--- src/rtl/ps2_pkg.sv ---
// Shared PS/2 mouse definitions: bit-FSM states, byte-0 field indices and
// mouse_atari bit positions (also used by the ikbd).
package ps2_pkg;

  typedef enum logic [1:0] {
    ST_IDLE,
    ST_DATA,
    ST_PARITY,
    ST_STOP
  } bit_state_t;

  localparam int B0_L    = 0;
  localparam int B0_R    = 1;
  localparam int B0_SYNC = 3;
  localparam int B0_XS   = 4;
  localparam int B0_YS   = 5;
  localparam int B0_XO   = 6;
  localparam int B0_YO   = 7;

  localparam int MA_XB = 0;
  localparam int MA_XA = 1;
  localparam int MA_YA = 2;
  localparam int MA_YB = 3;
  localparam int MA_LB = 4;
  localparam int MA_RB = 5;

  function automatic logic odd_ok(input logic [7:0] d, input logic p);
    return ^{d, p};
  endfunction

endpackage

--- src/rtl/quad_axis.sv ---
// One mouse axis: saturating signed motion accumulator drained one count per
// step tick into a registered quadrature phase pair.
module quad_axis #(
  parameter int ACC_W = 12
) (
  input  logic              clk,
  input  logic              res,
  input  logic              tick,
  input  logic              add_en,
  input  logic signed [9:0] delta,
  output logic              pha,
  output logic              phb
);

  localparam int SW = ACC_W + 2;
  localparam logic signed [SW-1:0] MAXV = SW'((2 ** (ACC_W - 1)) - 1);
  localparam logic signed [SW-1:0] MINV = -MAXV;

  logic signed [ACC_W-1:0] acc;
  logic signed [ACC_W-1:0] acc_nx;
  logic signed [SW-1:0]    a_v, d_v, s_v, sum;
  logic                    step;

  // Packet delta and step decrement combine before a single saturation.
  always_comb begin
    step = tick && (acc != '0);
    a_v  = SW'(acc);
    d_v  = '0;
    if (add_en) d_v = SW'(delta);
    s_v  = '0;
    if (step) s_v = acc[ACC_W-1] ? '1 : SW'(1);
    sum  = a_v + d_v - s_v;
    if (sum > MAXV)      acc_nx = ACC_W'(MAXV);
    else if (sum < MINV) acc_nx = ACC_W'(MINV);
    else                 acc_nx = ACC_W'(sum);
  end

  always_ff @(posedge clk) begin
    if (res) begin
      acc <= '0;
      pha <= 1'b0;
      phb <= 1'b0;
    end else begin
      acc <= acc_nx;
      if (step) begin
        if (!acc[ACC_W-1]) {pha, phb} <= {~phb, pha};
        else               {pha, phb} <= {phb, ~pha};
      end
    end
  end

endmodule

--- src/rtl/ps2_mouse_quad.sv ---
// PS/2 stream-mode mouse receiver driving Atari ST quadrature and buttons.
// Optional idle watchdog enabled by defining PS2_MOUSE_TIMEOUT_EN.
module ps2_mouse_quad
  import ps2_pkg::*;
#(
  parameter int STEP_DIV = 200,
  parameter int ACC_W    = 12,
  parameter int FILT_LEN = 8,
  parameter int TIMEOUT  = 4000
) (
  input  logic       clk,
  input  logic       res,
  input  logic       mouse_clk,
  input  logic       mouse_data,
  output logic [5:0] mouse_atari,
  output logic       pkt_valid,
  output logic       frame_err
);

  localparam int FW = $clog2(FILT_LEN + 1);
  localparam int PW = $clog2(STEP_DIV);

  logic          mclk_s1, mclk_s2, mdat_s1, mdat_s2;
  logic [FW-1:0] filt_cnt;
  logic          filt_clk, fall, dbit;

  always_ff @(posedge clk) begin
    if (res) begin
      mclk_s1  <= 1'b1;
      mclk_s2  <= 1'b1;
      mdat_s1  <= 1'b1;
      mdat_s2  <= 1'b1;
      filt_clk <= 1'b1;
      filt_cnt <= '0;
      fall     <= 1'b0;
      dbit     <= 1'b1;
    end else begin
      mclk_s1 <= mouse_clk;
      mclk_s2 <= mclk_s1;
      mdat_s1 <= mouse_data;
      mdat_s2 <= mdat_s1;
      fall    <= 1'b0;
      if (mclk_s2 == filt_clk) begin
        filt_cnt <= '0;
      end else if (filt_cnt == FW'(FILT_LEN - 1)) begin
        filt_clk <= mclk_s2;
        filt_cnt <= '0;
        fall     <= ~mclk_s2;
        dbit     <= mdat_s2;
      end else begin
        filt_cnt <= filt_cnt + 1'b1;
      end
    end
  end

  bit_state_t  state, state_nx;
  logic [2:0]  bit_cnt;
  logic [7:0]  shreg;
  logic [1:0]  byte_idx;
  logic        hdr_l, hdr_r, hdr_xs, hdr_ys, hdr_xo, hdr_yo;
  logic [7:0]  bx;
  logic        btn_l, btn_r;
  logic        bit_err, byte_done, hdr_err, to_fire, add_fire;

`ifdef PS2_MOUSE_TIMEOUT_EN
  localparam int TW = $clog2(TIMEOUT + 1);
  logic [TW-1:0] idle_cnt;
  logic          filt_prev;

  always_ff @(posedge clk) begin
    if (res) begin
      idle_cnt  <= '0;
      filt_prev <= 1'b1;
    end else begin
      filt_prev <= filt_clk;
      if (filt_prev != filt_clk || to_fire) idle_cnt <= '0;
      else if (idle_cnt != TW'(TIMEOUT))   idle_cnt <= idle_cnt + 1'b1;
    end
  end

  assign to_fire = (idle_cnt == TW'(TIMEOUT - 1)) && (filt_prev == filt_clk) &&
                   (state != ST_IDLE || byte_idx != 2'd0);
`else
  assign to_fire = 1'b0;
  // TIMEOUT stays in the parameter list so both builds share one interface.
  if (TIMEOUT < 1) begin : g_timeout_unused
  end
`endif

  always_ff @(posedge clk) begin
    if (res) state <= ST_IDLE;
    else     state <= state_nx;
  end

  always_comb begin
    state_nx  = state;
    bit_err   = 1'b0;
    byte_done = 1'b0;
    if (fall) begin
      case (state)
        ST_IDLE: begin
          if (!dbit) state_nx = ST_DATA;
          else       bit_err  = 1'b1;
        end
        ST_DATA: begin
          if (bit_cnt == 3'd7) state_nx = ST_PARITY;
        end
        ST_PARITY: begin
          if (odd_ok(shreg, dbit)) begin
            state_nx = ST_STOP;
          end else begin
            state_nx = ST_IDLE;
            bit_err  = 1'b1;
          end
        end
        ST_STOP: begin
          state_nx = ST_IDLE;
          if (dbit) byte_done = 1'b1;
          else      bit_err   = 1'b1;
        end
        default: state_nx = ST_IDLE;
      endcase
    end else if (to_fire) begin
      state_nx = ST_IDLE;
    end
    hdr_err  = byte_done && (byte_idx == 2'd0) && !shreg[B0_SYNC];
    add_fire = byte_done && (byte_idx == 2'd2);
  end

  always_ff @(posedge clk) begin
    if (res) begin
      bit_cnt   <= '0;
      shreg     <= '0;
      byte_idx  <= '0;
      {hdr_l, hdr_r, hdr_xs, hdr_ys, hdr_xo, hdr_yo} <= '0;
      bx        <= '0;
      btn_l     <= 1'b0;
      btn_r     <= 1'b0;
      pkt_valid <= 1'b0;
      frame_err <= 1'b0;
    end else begin
      pkt_valid <= add_fire;
      frame_err <= bit_err | hdr_err | to_fire;
      if (state == ST_IDLE) begin
        bit_cnt <= '0;
      end else if (fall && state == ST_DATA) begin
        shreg   <= {dbit, shreg[7:1]};
        bit_cnt <= bit_cnt + 1'b1;
      end
      if (bit_err || to_fire) begin
        byte_idx <= '0;
      end else if (byte_done) begin
        case (byte_idx)
          2'd0: begin
            if (shreg[B0_SYNC]) begin
              {hdr_l, hdr_r}   <= {shreg[B0_L], shreg[B0_R]};
              {hdr_xs, hdr_ys} <= {shreg[B0_XS], shreg[B0_YS]};
              {hdr_xo, hdr_yo} <= {shreg[B0_XO], shreg[B0_YO]};
              byte_idx         <= 2'd1;
            end
          end
          2'd1: begin
            bx       <= shreg;
            byte_idx <= 2'd2;
          end
          default: begin
            btn_l    <= hdr_l;
            btn_r    <= hdr_r;
            byte_idx <= 2'd0;
          end
        endcase
      end
    end
  end

  // Byte 2 is consumed straight from the shift register; Y is negated because
  // Atari Y grows downward.
  logic signed [9:0] dx, dy;
  always_comb begin
    dx = '0;
    dy = '0;
    if (!hdr_xo) dx = {hdr_xs, hdr_xs, bx};
    if (!hdr_yo) dy = -{hdr_ys, hdr_ys, shreg};
  end

  logic [PW-1:0] presc;
  logic          tick;
  assign tick = (presc == PW'(STEP_DIV - 1));

  always_ff @(posedge clk) begin
    if (res || tick) presc <= '0;
    else             presc <= presc + 1'b1;
  end

  logic xa, xb, ya, yb;

  quad_axis #(.ACC_W(ACC_W)) u_x (
    .clk   (clk),
    .res   (res),
    .tick  (tick),
    .add_en(add_fire),
    .delta (dx),
    .pha   (xa),
    .phb   (xb)
  );

  quad_axis #(.ACC_W(ACC_W)) u_y (
    .clk   (clk),
    .res   (res),
    .tick  (tick),
    .add_en(add_fire),
    .delta (dy),
    .pha   (ya),
    .phb   (yb)
  );

  always_comb begin
    mouse_atari        = '0;
    mouse_atari[MA_XB] = xb;
    mouse_atari[MA_XA] = xa;
    mouse_atari[MA_YA] = ya;
    mouse_atari[MA_YB] = yb;
    mouse_atari[MA_LB] = btn_l;
    mouse_atari[MA_RB] = btn_r;
  end

endmodule

--- config.mk ---
export PLATFORM = sky130hd
export DESIGN_NAME = ps2_mouse_quad
export DESIGN_NICKNAME = d
export VERILOG_FILES = /design/src/rtl/ps2_pkg.sv /design/src/rtl/quad_axis.sv /design/src/rtl/ps2_mouse_quad.sv
export SDC_FILE = /design/constraint.sdc
export NUM_CORES = 1
export LEC_CHECK = 0
export CAP_MARGIN = 20
export CORE_MARGIN = 2
export CORE_UTILIZATION = 55
export DETAILED_ROUTE_END_ITERATION = 12
export PLACE_DENSITY = 0.72
export SETUP_SLACK_MARGIN = 0.15
export SLEW_MARGIN = 20
export SYNTH_ARGS = -nofsm -noshare
export SYNTH_HDL_FRONTEND = slang
export SYNTH_SLANG_ARGS = --single-unit
--- constraint.sdc ---
create_clock -name clk -period 4.9 [get_ports clk]
set_clock_uncertainty 0.05 [all_clocks]
set_input_delay 0.735 -clock clk [delete_from_list [all_inputs] [get_ports clk]]
set_output_delay 0.735 -clock clk [all_outputs]
set_load 0.02 [all_outputs]
* Word level (Yosys, flattened, before mapping) *
Cells that the tools add are included.

word-level totals
  flip-flop bits (word level) = 80
  output and inout port bits = 8

operators by class
  $add $sub $neg = 8
  reduce and logical (&&, ||, !) cells = 27
  $lt $le $gt $ge = 4
  bitwise operators = 11
  muxes and demuxes = 29
  eq/ne operators = 12

operators with widths
  operator                number
  $mux W14                6
  $add A12 B14 Y14        2
  $gt A14 B12 Y1 const B  2
  $lt A14 B12 Y1 const B  2
  $sub A14 B14 Y14        2
  $mux W12                2
  $reduce_bool A12 Y1     2
  $mux W11                2
  $mux W10                2
  $mux W1                 10
  $neg A10 Y10            1
  $not A1 Y1              10
  $reduce_or A2 Y1        5
  $reduce_and A3 Y1       3
  $reduce_xor A9 Y1       1
  $add A8 B1 Y8 const B   1
  $eq A8 B8 Y1 const B    1
  $mux W2                 4
  $pmux W2 S4             1
  $eq A2 B2 Y1 const B    3
  $logic_and A1 B1 Y1     6
  $ne A2 B2 Y1 const B    3
  $reduce_and A2 Y1       3
  $reduce_or A3 Y1        2
  other kinds (13)        15

* Logic depth before layout (Yosys ltp) *
Gate-level depths: netlist (run 1).

  word-level depth = 10
  mapped depth = 19
  depth with buffers taken out = 18

* Cells and area by module *
From an unflattened synthesis (run 1), not the netlist that was laid out.

unflattened totals
  cell total of the unflattened synthesis = 660
  area, all modules = 5688.0 µm²

by module, submodules not included
  module           cells an instance  area an instance (µm²)  times used  seq. area each (µm²)
  ps2_mouse_quad   263                2382.3                  1           1041.0
  quad_axis (u_x)  197                1684.1                  1           280.3
  quad_axis (u_y)  200                1621.6                  1           280.3

* Least setup slack after synthesis (run 1) *
Ideal clock, no wire load.

  path kind = flip-flop to flip-flop
  from = reg presc[0]
  to = reg u_y.acc[0]
  path slack = 752 ps
  stages on the path, launching flop included = 15
  setup time = 88 ps
  arrival = 4010 ps
  data required time = 4762 ps
  buffers on the path = 0
  path through = dfxtp_1 ha_1 nand4b_1 nor4b_1 nand2_1 inv_1 fa_1 fa_1 nor2b_1 o31a_1 o21ai_1 a211oi_1 and4_1 nand4_1 a311oi_2

between the ends
  cells in the longest elaborated chain, start to end = 7
  elaborated cells between the ends (all ways) = 8
  those cells by class = 1 x add/sub; 2 x order compare; 1 x eq/ne; 3 x mux; 1 x reduce/logical

ends and longest elaborated chain
  item                      line                   RTL
  start: declaration        ps2_mouse_quad.sv:186  logic [PW-1:0] presc;
  start signal: assignment  ps2_mouse_quad.sv:192  else presc <= presc + 1'b1;
  $eq A8 B8 Y1 (*)          ps2_mouse_quad.sv:188  assign tick = (presc == PW'(STEP_DIV - 1));
  $logic_and A1 B1 Y1 (*)   quad_axis.sv:26        step = tick && (acc != '0);
  $mux W14 (*)              quad_axis.sv:31        if (step) s_v = acc[ACC_W-1] ? '1 : SW'(1);
  $sub A14 B14 Y14 (*)      quad_axis.sv:32        sum = a_v + d_v - s_v;
  $lt A14 B12 Y1            quad_axis.sv:34        else if (sum < MINV) acc_nx = ACC_W'(MINV);
  $mux W12                  quad_axis.sv:34
  $mux W11 (*)              quad_axis.sv:33        if (sum > MAXV) acc_nx = ACC_W'(MAXV);
  end signal: assignment    quad_axis.sv:44        acc <= acc_nx;
  end: declaration          quad_axis.sv:19        logic signed [ACC_W-1:0] acc;

Every way passes the cells marked *; elsewhere a longest branch is shown, timed or not.
A chain may end at the register's enable or synchronous reset.

* Worst setup path in the final report (run 1) *
  from = reg presc[0]
  to = reg u_y.acc[1]

Same word-level chain as after synthesis.

==> results by stage, run 1 <==
Placed design:
- The weighted congestion reported at the end of routability-driven placement is 0.961.
- Including well taps, the total number of placed cells is 810.
- Port buffering added 11 buffers.
- After detailed placement, the total cell area comes to 5940 um^2.
- After legalization and detailed placement, the total HPWL measured 9.49 mm.

Outcome:
- The run finished with clean final reports.

Hold path:
- The class of the most critical hold timing path is flop to flop.

Yosys:
- The number of enable flip-flop cells after synthesis is 0.
- In this run, distinct cell masters in the synthesized netlist total 81.
- After synthesis, the mean cell area works out to 8.37 um^2.
- The synthesized net count is 754.
- The main combinational cell family by area after synthesis is simple AND/OR/NAND/NOR gates.
- The cell area after technology mapping is 5770 um^2.
- The share of Yosys cell area claimed by the top area cell type is 27.7%.
- The XOR/XNOR share of the synthesized area is 5.53%.
- The most instantiated flip-flop cell in the synthesis netlist is sky130_fd_sc_hd__dfxtp_1.
- The total number of yosys warnings is 0.
- For this run, the register share of the synthesized area comes to 27.7%.
- The multiplexer fraction of the synthesized cell area is 3.81%.
- Of all flip-flops after synthesis, the portion carrying an async set or reset was 0%.
- The number of instances in the synthesized netlist is 690.
- Yosys attributes the largest share of cell area to sky130_fd_sc_hd__dfxtp_1 (28%), sky130_fd_sc_hd__fa_1 (8.3%), sky130_fd_sc_hd__ha_1 (7.8%).
- The cell taking the most area after synthesis is sky130_fd_sc_hd__dfxtp_1.
- The share of synthesized cell area in full adder, half adder and majority cells is 16.1%.
- The simple-gate area share of the yosys netlist is 21.6%.
- The post-synthesis compound-gate area fraction is 17.0%.
- The number of flip-flops and latches in the synthesized netlist is 80.

Timing:
- Setup violations remaining at the end of the flow were counted as 0.
- Measured against its own limit, the worst slew margin works out to 42.6%.
- The final-report max-slew violation count is 0.
- The maximum clock frequency is 224 MHz.
- The worst path in the final design needs a cycle of 4.47 ns, including I/O delays and setup.
- The final count of hold timing violations came to 0.
- Setup repair after global routing left no endpoint under its margin.
- The actual transition at the worst max-transition pin is 0.859 ns.
- The setup TNS after final layout is 0 ns.
- The tightest hold path in the finished design has a slack of 0.369 ns.
- The share of the cycle needed by the critical path after routing is 91.2%.

Critical path:
- The critical path is of the flop to flop type.
- The critical path data arrival time is 4.64 ns.
- Of all nets on the critical path, the largest fanout is 6.
- The reg2reg setup slack is 0.43 ns.
- The startpoint type of the worst setup path is a flop.
- STA classifies the critical path endpoint as a flop.
- The required time reported for the critical path endpoint is 5.07 ns.

Clock network:
- The maximum level of the CTS H-tree is 3.
- Clock-pin slew was measured on the worst setup and hold paths at 0.09 ns.
- Counting every sink on the clock net gives 80.
- The number of buffers on the longest clock path is 2.
- In this run, CTS created clock tree buffers numbering 9.
- The count of hold-fix buffers inserted at cts is 0.
- The clock reaches the later pin of the worst-skew pair after 0.36 ns.
- CTS placed an instance of sky130_fd_sc_hd__clkbuf_8 at the clock tree root.
- The CTS tree is built.

Route:
- The overall routed net length is 12.5 mm.
- After detailed routing, the met2 layer carries 5.89 mm of wire.
- In this run the remaining antenna-violating nets after routing total 0.
- Summed over all nets, wire length on met3 after detailed routing comes to 430 um.
- The detailed router put a total of 6.00 mm of wire on met1.
- The violation count after the first detailed-route iteration is 277.
- The highest metal layer with signal wires is met4.
- The number of vias in the routed layout is 4786.
- The first detailed-routing pass ran for 7 iterations.
- The DRC violations left is 0.
- Dividing the detail-routed wire length by the instance count gives 15.0 um.
- In the routed layout, each cell is associated on average with a via count of 5.73.

Pwr:
- Per report_power, the sequential group accounts for 19.1% of the total.
- The switching power total is 2170 uW.
- The worst vdd rail ir drop is 364 uV.
- The combinational group share of total power is 68.2%.
- The fraction of power spent switching nets is 49.0%.
- The clock network burns 12.7% of the power.
- The cell internal power dissipation is 2250 uW.
- The power per cell area is 706 nW/um^2.
- Summed over all cells, the static leakage comes to 0.00257 uW.
- Total power for the finished layout comes to 4420 uW.

Layout:
- The fraction of final layout cells sized beyond drive strength 1 is 10.0%.
- The number of antenna repair diodes is 0.
- Compared with the post-synthesis result, the final layout area differs by 8.36%.
- The area of all placed cells without fillers is 6260 um^2.
- The number of non-filler instances in the completed layout is 835.
- The net count reported at finish is 758.

Floorplan:
- The standard-cell row count is 37.
- The area of the die is 11300 um^2.
- For this configuration, the core starts out at a cell density of 56.2%.
- The die is 106 um wide.
- The die height is 106 um.
- In this run the count of I/O pins placed on the die edge is 12.
- The core area is 10300 um^2.

GRT:
- The total grt overflow is 0.
- The global-route wire length before repair is 21.1 mm.
- Entering global routing, the biggest net connects 57 pins.
- The number of antenna violations at the first check in global routing is 0.
- The global-route usage over all layers is 23.0%.
- The via count of the first global-routing pass came to 4479.

Run:
- The max-capacitance violation count is 0.
==> per-stage QoR <==
stage	setup slack, ns	util [%]
2_1_floorplan	0.752	-
3_3_place_gp	0.298	57.8
3_5_place_dp	0.268	57.8
4_1_cts	0.235	60.0
5_1_grt	0.173	60.9
6_report	0.432	60.9
==> routing by layer <==
metal  GRT usage [%]  up-vias
met4            5.47        0
met5               0        -
met2            37.9      108
met3            3.99       17
met1            31.6     2281
li1                -     2380
==> cell usage in the layout (no fill, tap or decap), types with 15 or more instances in the layout <==
cell type	instances
sky130_fd_sc_hd__inv_1	85
sky130_fd_sc_hd__dfxtp_1	80
sky130_fd_sc_hd__nor2_1	58
sky130_fd_sc_hd__nand2_1	52
sky130_fd_sc_hd__a21oi_1	39
sky130_fd_sc_hd__ha_1	36
sky130_fd_sc_hd__nand3_1	27
sky130_fd_sc_hd__fa_1	24
sky130_fd_sc_hd__mux2i_1	22
sky130_fd_sc_hd__xnor2_1	19
sky130_fd_sc_hd__o21ai_0	17
sky130_fd_sc_hd__o211ai_1	15
==> area by class of cell <==
type | instances | area (um^2)
well taps | 136 | 170
multi-input cells | 491 | 3720
inverters | 87 | 330
fillers | 914 | 4020
repair buffers | 25 | 210
flip-flops and latches | 80 | 1600
clock inverters | 5 | 86.3
clock buffers | 11 | 141
==> timing repair <==
item,CTS,global route
buffers inserted,0,9
endpoints found under the setup margin,0,22
gates resized for setup,0,6
==> worst max-delay path, cell delays in order, from the launching register on <==
cell,delay [ns]
sky130_fd_sc_hd__dfxtp_1,0.36
sky130_fd_sc_hd__ha_1,0.23
sky130_fd_sc_hd__nand4b_1,0.11
sky130_fd_sc_hd__nor4b_1,0.30
sky130_fd_sc_hd__buf_4,0.19
sky130_fd_sc_hd__nand2_1,0.19
sky130_fd_sc_hd__inv_2,0.22
sky130_fd_sc_hd__buf_4,0.19
sky130_fd_sc_hd__fa_1,0.42
sky130_fd_sc_hd__inv_1,0.07
sky130_fd_sc_hd__ha_1,0.27
sky130_fd_sc_hd__nor2b_1,0.18
sky130_fd_sc_hd__o31ai_1,0.35
sky130_fd_sc_hd__a211oi_1,0.17
sky130_fd_sc_hd__o311ai_2,0.42
sky130_fd_sc_hd__o21ai_2,0.18
sky130_fd_sc_hd__nand2b_1,0.26
sky130_fd_sc_hd__o211ai_1,0.16
==> power by group through the flow <==
stage          combinational, uW  sequential, uW  clock [uW]
3_3_place_gp                2880             853           0
2_1_floorplan               2360             827           0
6_report                    3010             844         560
3_5_place_dp                2930             854           0
5_1_grt                     3350             853         595
4_1_cts                     2950             840         568
==> cell usage after synthesis (13+ instances only) <==
cell	count
sky130_fd_sc_hd__dfxtp_1	80
sky130_fd_sc_hd__clkbuf_1	22
sky130_fd_sc_hd__ha_1	36
sky130_fd_sc_hd__nand2_1	52
sky130_fd_sc_hd__fa_1	24
sky130_fd_sc_hd__nand3_1	27
sky130_fd_sc_hd__a21oi_1	39
sky130_fd_sc_hd__xor2_1	13
sky130_fd_sc_hd__nor2_1	58
sky130_fd_sc_hd__inv_1	87
sky130_fd_sc_hd__xnor2_1	19
sky130_fd_sc_hd__o211ai_1	15
sky130_fd_sc_hd__o21ai_0	18
sky130_fd_sc_hd__mux2i_1	22
==> kinds of logic after synthesis <==
group                      Yosys count
buffers and inverters              119
and+or+nand+nor                    237
AOI/OAI and AO/OA                  138
xor gates and xnor gates            34
muxes                               22
DFF                                 80
adders and majority gates           60
==> path summary, 6_finish.rpt <==
path,from,endpoint,cells after the start
max reg2reg,presc[0],u_y.acc[1],17
min reg2reg,mdat_s1,mdat_s2,1
min,mdat_s1,mdat_s2,1
max,presc[0],u_y.acc[1],17
==> sequential cells by signal (all words and copies together), names as in the netlist, 2 cells and up <==
| register | cells |
|---|---|
| bx | 8 |
| shreg | 8 |
| u_y.acc | 12 |
| state | 2 |
| u_x.acc | 12 |
| filt_cnt | 4 |
| presc | 8 |
| byte_idx | 2 |
| bit_cnt | 3 |
No activity file was read; power rests on OpenSTA's default activity.
==> run 2, diff against run 1 <==
CORE_UTILIZATION = 30   (was 55)
PLACE_DENSITY = not set   (was 0.72)
==> run 2 against run 1 <==
Net effect: worst hold slack worse by 0.013 ns; flip-flop and latch count stayed put; sequential power is 0.7% lower; via count is 2.2% lower; non-clock buffer count is 1 higher; utilization is 26 points lower; critical endpoint is now u_x.acc[1]; combinational power is 3% higher; sequential share of layout area is 0.81 points lower; count of clock-buffer cells in the layout is 1 lower.
==> results by stage, run 2 (synthesis results as in run 1) <==
Route:
- The violation count after the first detailed-route iteration is 354 (was 277).
- The remaining number of nets flagged by the antenna check after routing is 0 (unchanged).
- The DRC violations left is 0 (unchanged).
- The number of vias in the routed layout is 4680 (was 4786).
- The detailed-routing iteration count for the pre-antenna-repair pass is 5 (was 7).
- The length of routed met3 wiring is 442 um (was 430 um).
- The ratio of routed vias to standard cells came to 5.02 (was 5.73).
- The overall routed net length is 12.6 mm (was 12.5 mm).
- The highest metal layer with signal wires was met4 (unchanged).
- The sum of routed wire segments on met1 was 6.32 mm (was 6.00 mm).
- The routed length on met2 is 5.66 mm (was 5.89 mm).
- The final routed wire length divided by cell count is 13.5 um (was 15.0 um).

Run:
- The max-capacitance violation count is 0 (unchanged).

GRT:
- The via count of the first global-routing pass is 4457 (was 4479).
- The number of antenna violations at the first check in global routing is 0 (unchanged).
- The global-route wire length before repair is 21.7 mm (was 21.1 mm).
- The total grt overflow was 0 (unchanged).
- The pin count of the biggest net entering global routing was 58 (was 57).
- The global-route usage over all layers is 13.3% (was 23.0%).

Timing:
- The final-report max-slew violation count is 0 (unchanged).
- The final count of negative-setup-slack endpoints is 0 (unchanged).
- The worst hold margin is 0.355 ns (was 0.369 ns).
- The headroom to the max-slew limit is 43.6% (was 42.6%).
- The final count of hold timing violations was 0 (unchanged).
- The setup TNS after final layout is 0 ns (unchanged).
- The maximum clock frequency is 225 MHz (was 224 MHz).
- Setup repair after global routing missed its margin: yes (was no).
- The actual transition at the worst max-transition pin is 0.844 ns (was 0.859 ns).
- The clock period minus final worst setup slack came to 4.44 ns (was 4.47 ns).
- The share of the cycle needed by the critical path after routing is 90.5% (was 91.2%).

Critical path:
- The critical path data arrival time is 4.64 ns (about the same).
- The nature of the critical path endpoint is a flop (unchanged).
- The critical-path maximum fanout is 9 (was 6).
- The required time reported for the critical path endpoint is 5.10 ns (was 5.07 ns).
- The path type of the worst setup path is flop to flop (unchanged).
- The startpoint type of the worst setup path is a flop (unchanged).

Placed design:
- The detailed placement HPWL is 9.58 mm (was 9.49 mm).
- The number of port buffers is 11 (unchanged).
- The weighted congestion reported at the end of routability-driven placement is 0.822 (was 0.961).
- The cell area reported after detailed placement was 6080 um^2 (was 5940 um^2).

Floorplan:
- The number of top-level design ports is 12 (unchanged).
- The die height is 143 um (was 106 um).
- The initial core utilization is 30.8% (was 56.2%).
- The die outline width is 143 um (was 106 um).
- The area of the die is 20400 um^2 (was 11300 um^2).
- The standard-cell row count is 50 (was 37).
- The core area came to 18800 um^2 (was 10300 um^2).

Layout:
- The area of all placed cells without fillers is 6470 um^2 (was 6260 um^2).
- Highest-count cells in the layout ignoring fill and taps: sky130_fd_sc_hd__inv_1 (85), sky130_fd_sc_hd__dfxtp_1 (79), sky130_fd_sc_hd__nor2_1 (58) (was sky130_fd_sc_hd__inv_1 (85), sky130_fd_sc_hd__dfxtp_1 (80), sky130_fd_sc_hd__nor2_1 (58)).
- Largest registers: u_x.acc (12), u_y.acc (12) (unchanged).
- The signed area change from the synthesized netlist to the final layout was 12.0% (was 8.36%).
- The final core utilization is 34.5% (was 60.9%).
- The net count reported at finish was 759 (was 758).
- The fraction of final layout cells sized beyond drive strength 1 came to 10.3% (was 10.0%).
- The number of antenna repair diodes is 0 (unchanged).
- The most common library cell in the layout ignoring fill and taps is sky130_fd_sc_hd__inv_1 (unchanged).

Pwr:
- The cell internal power dissipation is 2420 uW (was 2250 uW).
- The fraction of power spent switching nets came to 47.3% (was 49.0%).
- The combinational group share of total power came to 67.7% (was 68.2%).
- The power per cell area is 711 nW/um^2 (was 706 nW/um^2).
- The share of power burned in registers is 18.2% (was 19.1%).
- The part of the total power dissipated in the clock network came to 14.1% (was 12.7%).
- The worst vdd rail ir drop is 194 uV (was 364 uV).
- The cell leakage power is 0.00259 uW (was 0.00257 uW).
- The switching power total was 2180 uW (was 2170 uW).

Clock network:
- The number of buffers on the longest clock path is 2 (unchanged).
- The CTS tree is built (unchanged).
- The clock root buffer master is sky130_fd_sc_hd__clkbuf_16 (was sky130_fd_sc_hd__clkbuf_8).
- The maximum level of the CTS H-tree is 3 (unchanged).
- The CTS clock-pin slew for the worst setup and hold paths is 0.06 ns (was 0.09 ns).
- The count of hold-fix buffers inserted at cts is 0 (unchanged).
- The number of buffers added by the clock tree synthesis step is 9 (unchanged).
- The clock insertion delay at the later pin of the skew report is 0.33 ns (was 0.36 ns).
- The number of sinks on the clock net was 80 (unchanged).

Outcome:
- Status: completed (unchanged).

Hold path:
- The class of the most critical hold timing path was flop to flop (unchanged).
==> run 2: cell count changes in the layout (fill, tap and decap cells not counted), sizes merged <==
cell      change
clkinv        +1
clkinvlp      +3
bufinv        -1
clkbuf        -1
inv           -3
buf           +1
==> run 2: what timing repair did <==
item                                   4_1_cts  5_1_grt
buffers inserted                             0        8
gates resized for setup                      0        8
endpoints found under the hold margin        0        0
setup endpoints to repair                    0       21
==> run 2: path summary, 6_finish.rpt <==
check             startpoint          to  slack [ns]  cells past startpoint
setup / recovery        fall  u_x.acc[1]        0.46                     16
hold / removal       mclk_s1     mclk_s2        0.36                      1
setup reg to reg        fall  u_x.acc[1]        0.46                     16
hold reg to reg      mclk_s1     mclk_s2        0.36                      1
==> run 2: layout make-up <==
cell class	count	area [um^2]
clock buffers	10	229
clock inverters	5	58.8
fillers	1943	12300
inverters	87	334
multi-input cells	491	3730
flip-flops and latches	80	1600
well taps	234	293
repair buffers	26	218
==> run 2: stage by stage <==
step,cells,worst slack [ns],power [uW]
2_1_floorplan,690,0.752,3190
3_3_place_gp,910,0.366,3800
3_5_place_dp,910,0.354,3800
4_1_cts,925,0.352,4460
5_1_grt,933,0.123,5020
6_report,933,0.464,4600
==> run 2: layer usage <==
metal,vias up,GRT usage (%)
met2,93,20.9
met1,2193,18.3
met3,13,2.82
met4,0,3.91
met5,-,0
li1,2381,-
==> run 2: worst max-delay path, cell delays in order (launching register included) <==
cell and delay, ns:
sky130_fd_sc_hd__dfxtp_1 0.47, sky130_fd_sc_hd__nand4_1 0.21, sky130_fd_sc_hd__inv_1 0.14, sky130_fd_sc_hd__nand2_1 0.21
sky130_fd_sc_hd__nor3_4 0.36, sky130_fd_sc_hd__and2_1 0.26, sky130_fd_sc_hd__inv_1 0.10, sky130_fd_sc_hd__fa_1 0.48
sky130_fd_sc_hd__inv_1 0.05, sky130_fd_sc_hd__ha_1 0.40, sky130_fd_sc_hd__a21oi_1 0.19, sky130_fd_sc_hd__o21ai_1 0.18
sky130_fd_sc_hd__a221oi_1 0.35, sky130_fd_sc_hd__o211ai_2 0.23, sky130_fd_sc_hd__nor4_2 0.28, sky130_fd_sc_hd__o21ai_1 0.18
sky130_fd_sc_hd__a22oi_1 0.21
==> run 2: power groups by stage <==
stage                     Clock [uW]  Sequential [uW]  Combinational (uW)
after floorplan                    0              827                2360
after global placement             0              852                2950
after detailed placement           0              850                2950
after CTS                        666              837                2960
after global routing             688              850                3480
final                            648              838                3110
==> run 3, diff against run 2 <==
SLEW_MARGIN = 10   (was 20)
==> results of run 3 <==
The final DEF is identical to that of run 2; final timing and power are the same.
==> RTL edit (settings of run 1) <==
`STEP_DIV`: 200 -> 400.
--- a/src/rtl/ps2_mouse_quad.sv
+++ b/src/rtl/ps2_mouse_quad.sv
@@ -5,3 +5,3 @@
 #(
-  parameter int STEP_DIV = 200,
+  parameter int STEP_DIV = 400,
   parameter int ACC_W    = 12,
Check against the original RTL: same outputs for any inputs over 10 cycles, from zero or initial values; that may be too few to reach the edited logic, so the function may still have changed.
==> RTL edit against run 1 <==
Total power is 2.9% lower; largest cell class unchanged; sequential cell count is 1 higher; wire length is 6.5% lower; area after synthesis is 4.4% lower; non-clock buffer count stayed put; worst setup slack better by 19 ps; cell area is 3.8% lower; cell count is 3.4% lower.
==> RTL edit: results (changes against run 1) <==
stage;metric;value;unit;change
synth;synth-compound-area-share;16.0;%;was 17.0%
min_path;min_to;mclk_s2;;was mdat_s2
pwr;internal_power;2.25;mW;about the same
synth;syn_inst;657;;was 690
sta;whs;363;ps;was 369 ps
placement;hpwl;8.98;mm;was 9.49 mm
detailed_routing;wl_met1;5.52;mm;was 6.00 mm
detailed_routing;drt-total-wl;11.7;mm;was 12.5 mm
sta;fin_crit;4450;ps;was 4470 ps
global_route;grt_use_met1;29.9;%;was 31.6%
global_route;track_usage;22.6;%;was 23.0%
synth;muxShareOfSynthArea;3.26;%;was 3.81%
global_route;first_global_vias;4272;;was 4,479
worst_setup_path;slowest_stage;fa_1;;unchanged
pwr;leakagePower;2.54;nW;was 2.57 nW
detailed_routing;first_pass_iters;5;;was 7
worst_setup_path;path_max_fanout;5;;was 6
worst_setup_path;rrSetupSlack;450;ps;was 430 ps
synth;synthAdderAreaFrac;16.9;%;was 16.1%
pwr;irDropWorstVdd;0.494;mV;was 0.364 mV
placement;dp.cells;784;;was 810
placement;post_dp_cell_area;0.00572;mm²;was 0.00594 mm²
pwr;power_frac_seq;20.2;%;was 19.1%
sta;worst_pin_slew;1060;ps;was 859 ps
min_path;min-delay-start;mclk_s1;;was mdat_s1
global_route;antenna_found_initial;0;;unchanged
final_layout;drive_gt1_share;8.46;%;was 10.0%
worst_setup_path;crit_path_end;u_y.acc[0];;was u_y.acc[1]
synth;ys_seq_area_share;29.4;%;was 27.7%
global_route;grt_start_max_net_pins;65;;was 57
detailed_routing;wire_per_inst;14.5;µm;was 15.0 µm
detailed_routing;wl_met3;402;µm;was 430 µm
worst_setup_path;slowest_delay;470;ps;was 420 ps
pwr;comb_power;2.87;mW;was 3.01 mW
final_layout;top_regs;u_x.acc x12, u_y.acc x12, presc x9;;was u_x.acc x12, u_y.acc x12
synth;syn_nets;721;;was 754
clock_tree;cts-buffers-inserted;9;;unchanged
final_layout;nets;733;;was 758
pwr;p_comb_share;66.8;%;was 68.2%
global_route;grt_pass1_wl;19.9;mm;was 21.1 mm
clock_tree;insertion_delay;370;ps;
clock_tree;ctsLongestPathBuffers;2;;unchanged
detailed_routing;drt_iter0_markers;160;;was 277
synth;netlist_top_cells_area;dfxtp_1 29%, fa_1 8.7%, ha_1 8.2%;;was dfxtp_1 28%, fa_1 8.3%, ha_1 7.8%
worst_setup_path;r2r_cells;15;;was 17
placement;gp_congestion;0.909;;was 0.961
synth;synth_common_cells;84 x inv_1, 81 x dfxtp_1, 64 x nor2_1;;was 87 x inv_1, 80 x dfxtp_1, 58 x nor2_1
final_layout;num_antenna_cells;0;;unchanged
global_route;grt_use_met3;5.33;%;was 3.99%
detailed_routing;num_vias;4496;;was 4,786
synth;synth.distinct_cells;68;;was 81
clock_tree;clk_pin_slew;80;ps;
placement;place_ws;73.4;ps;was 268 ps
run_status;status;finished, final reports clean;;unchanged
detailed_routing;dr_wl_met2;5.51;mm;was 5.89 mm
global_route;use_met2;35.9;%;was 37.9%
RTL edit: cell count changes after synthesis, moves of 6 or more:
cell / run 1 / this run
nand3_1: 27 / 16
clkbuf_1: 22 / 12
nand2_1: 52 / 60
nor2b_1: 12 / 4
xnor2_1: 19 / 26
nor2_1: 58 / 64
RTL edit: what timing repair did:
action,CTS,global route
hold buffers,0,0
pin swaps,0,1
setup buffers,0,7
resized for setup,1,4
hold endpoints to repair,0,0
setup endpoints to repair,10,22
RTL edit: final cells by class:
| cell class | instances | area [µm²] |
|---|---|---|
| well taps | 133 | 166 |
| flip-flops and latches | 81 | 1620 |
| inverters | 85 | 323 |
| repair buffers | 25 | 210 |
| fillers | 895 | 3750 |
| clock buffers | 12 | 155 |
| multi-input cells | 467 | 3470 |
| clock inverters | 4 | 75.1 |
RTL edit: kinds of logic after synthesis:
group,after synthesis
flip-flops,81
adder cells (fa/ha/maj),60
buffers and inverters,109
AO/OA/AOI/OAI,127
XOR/XNOR,43
AND/OR/NAND/NOR,219
multiplexers,18
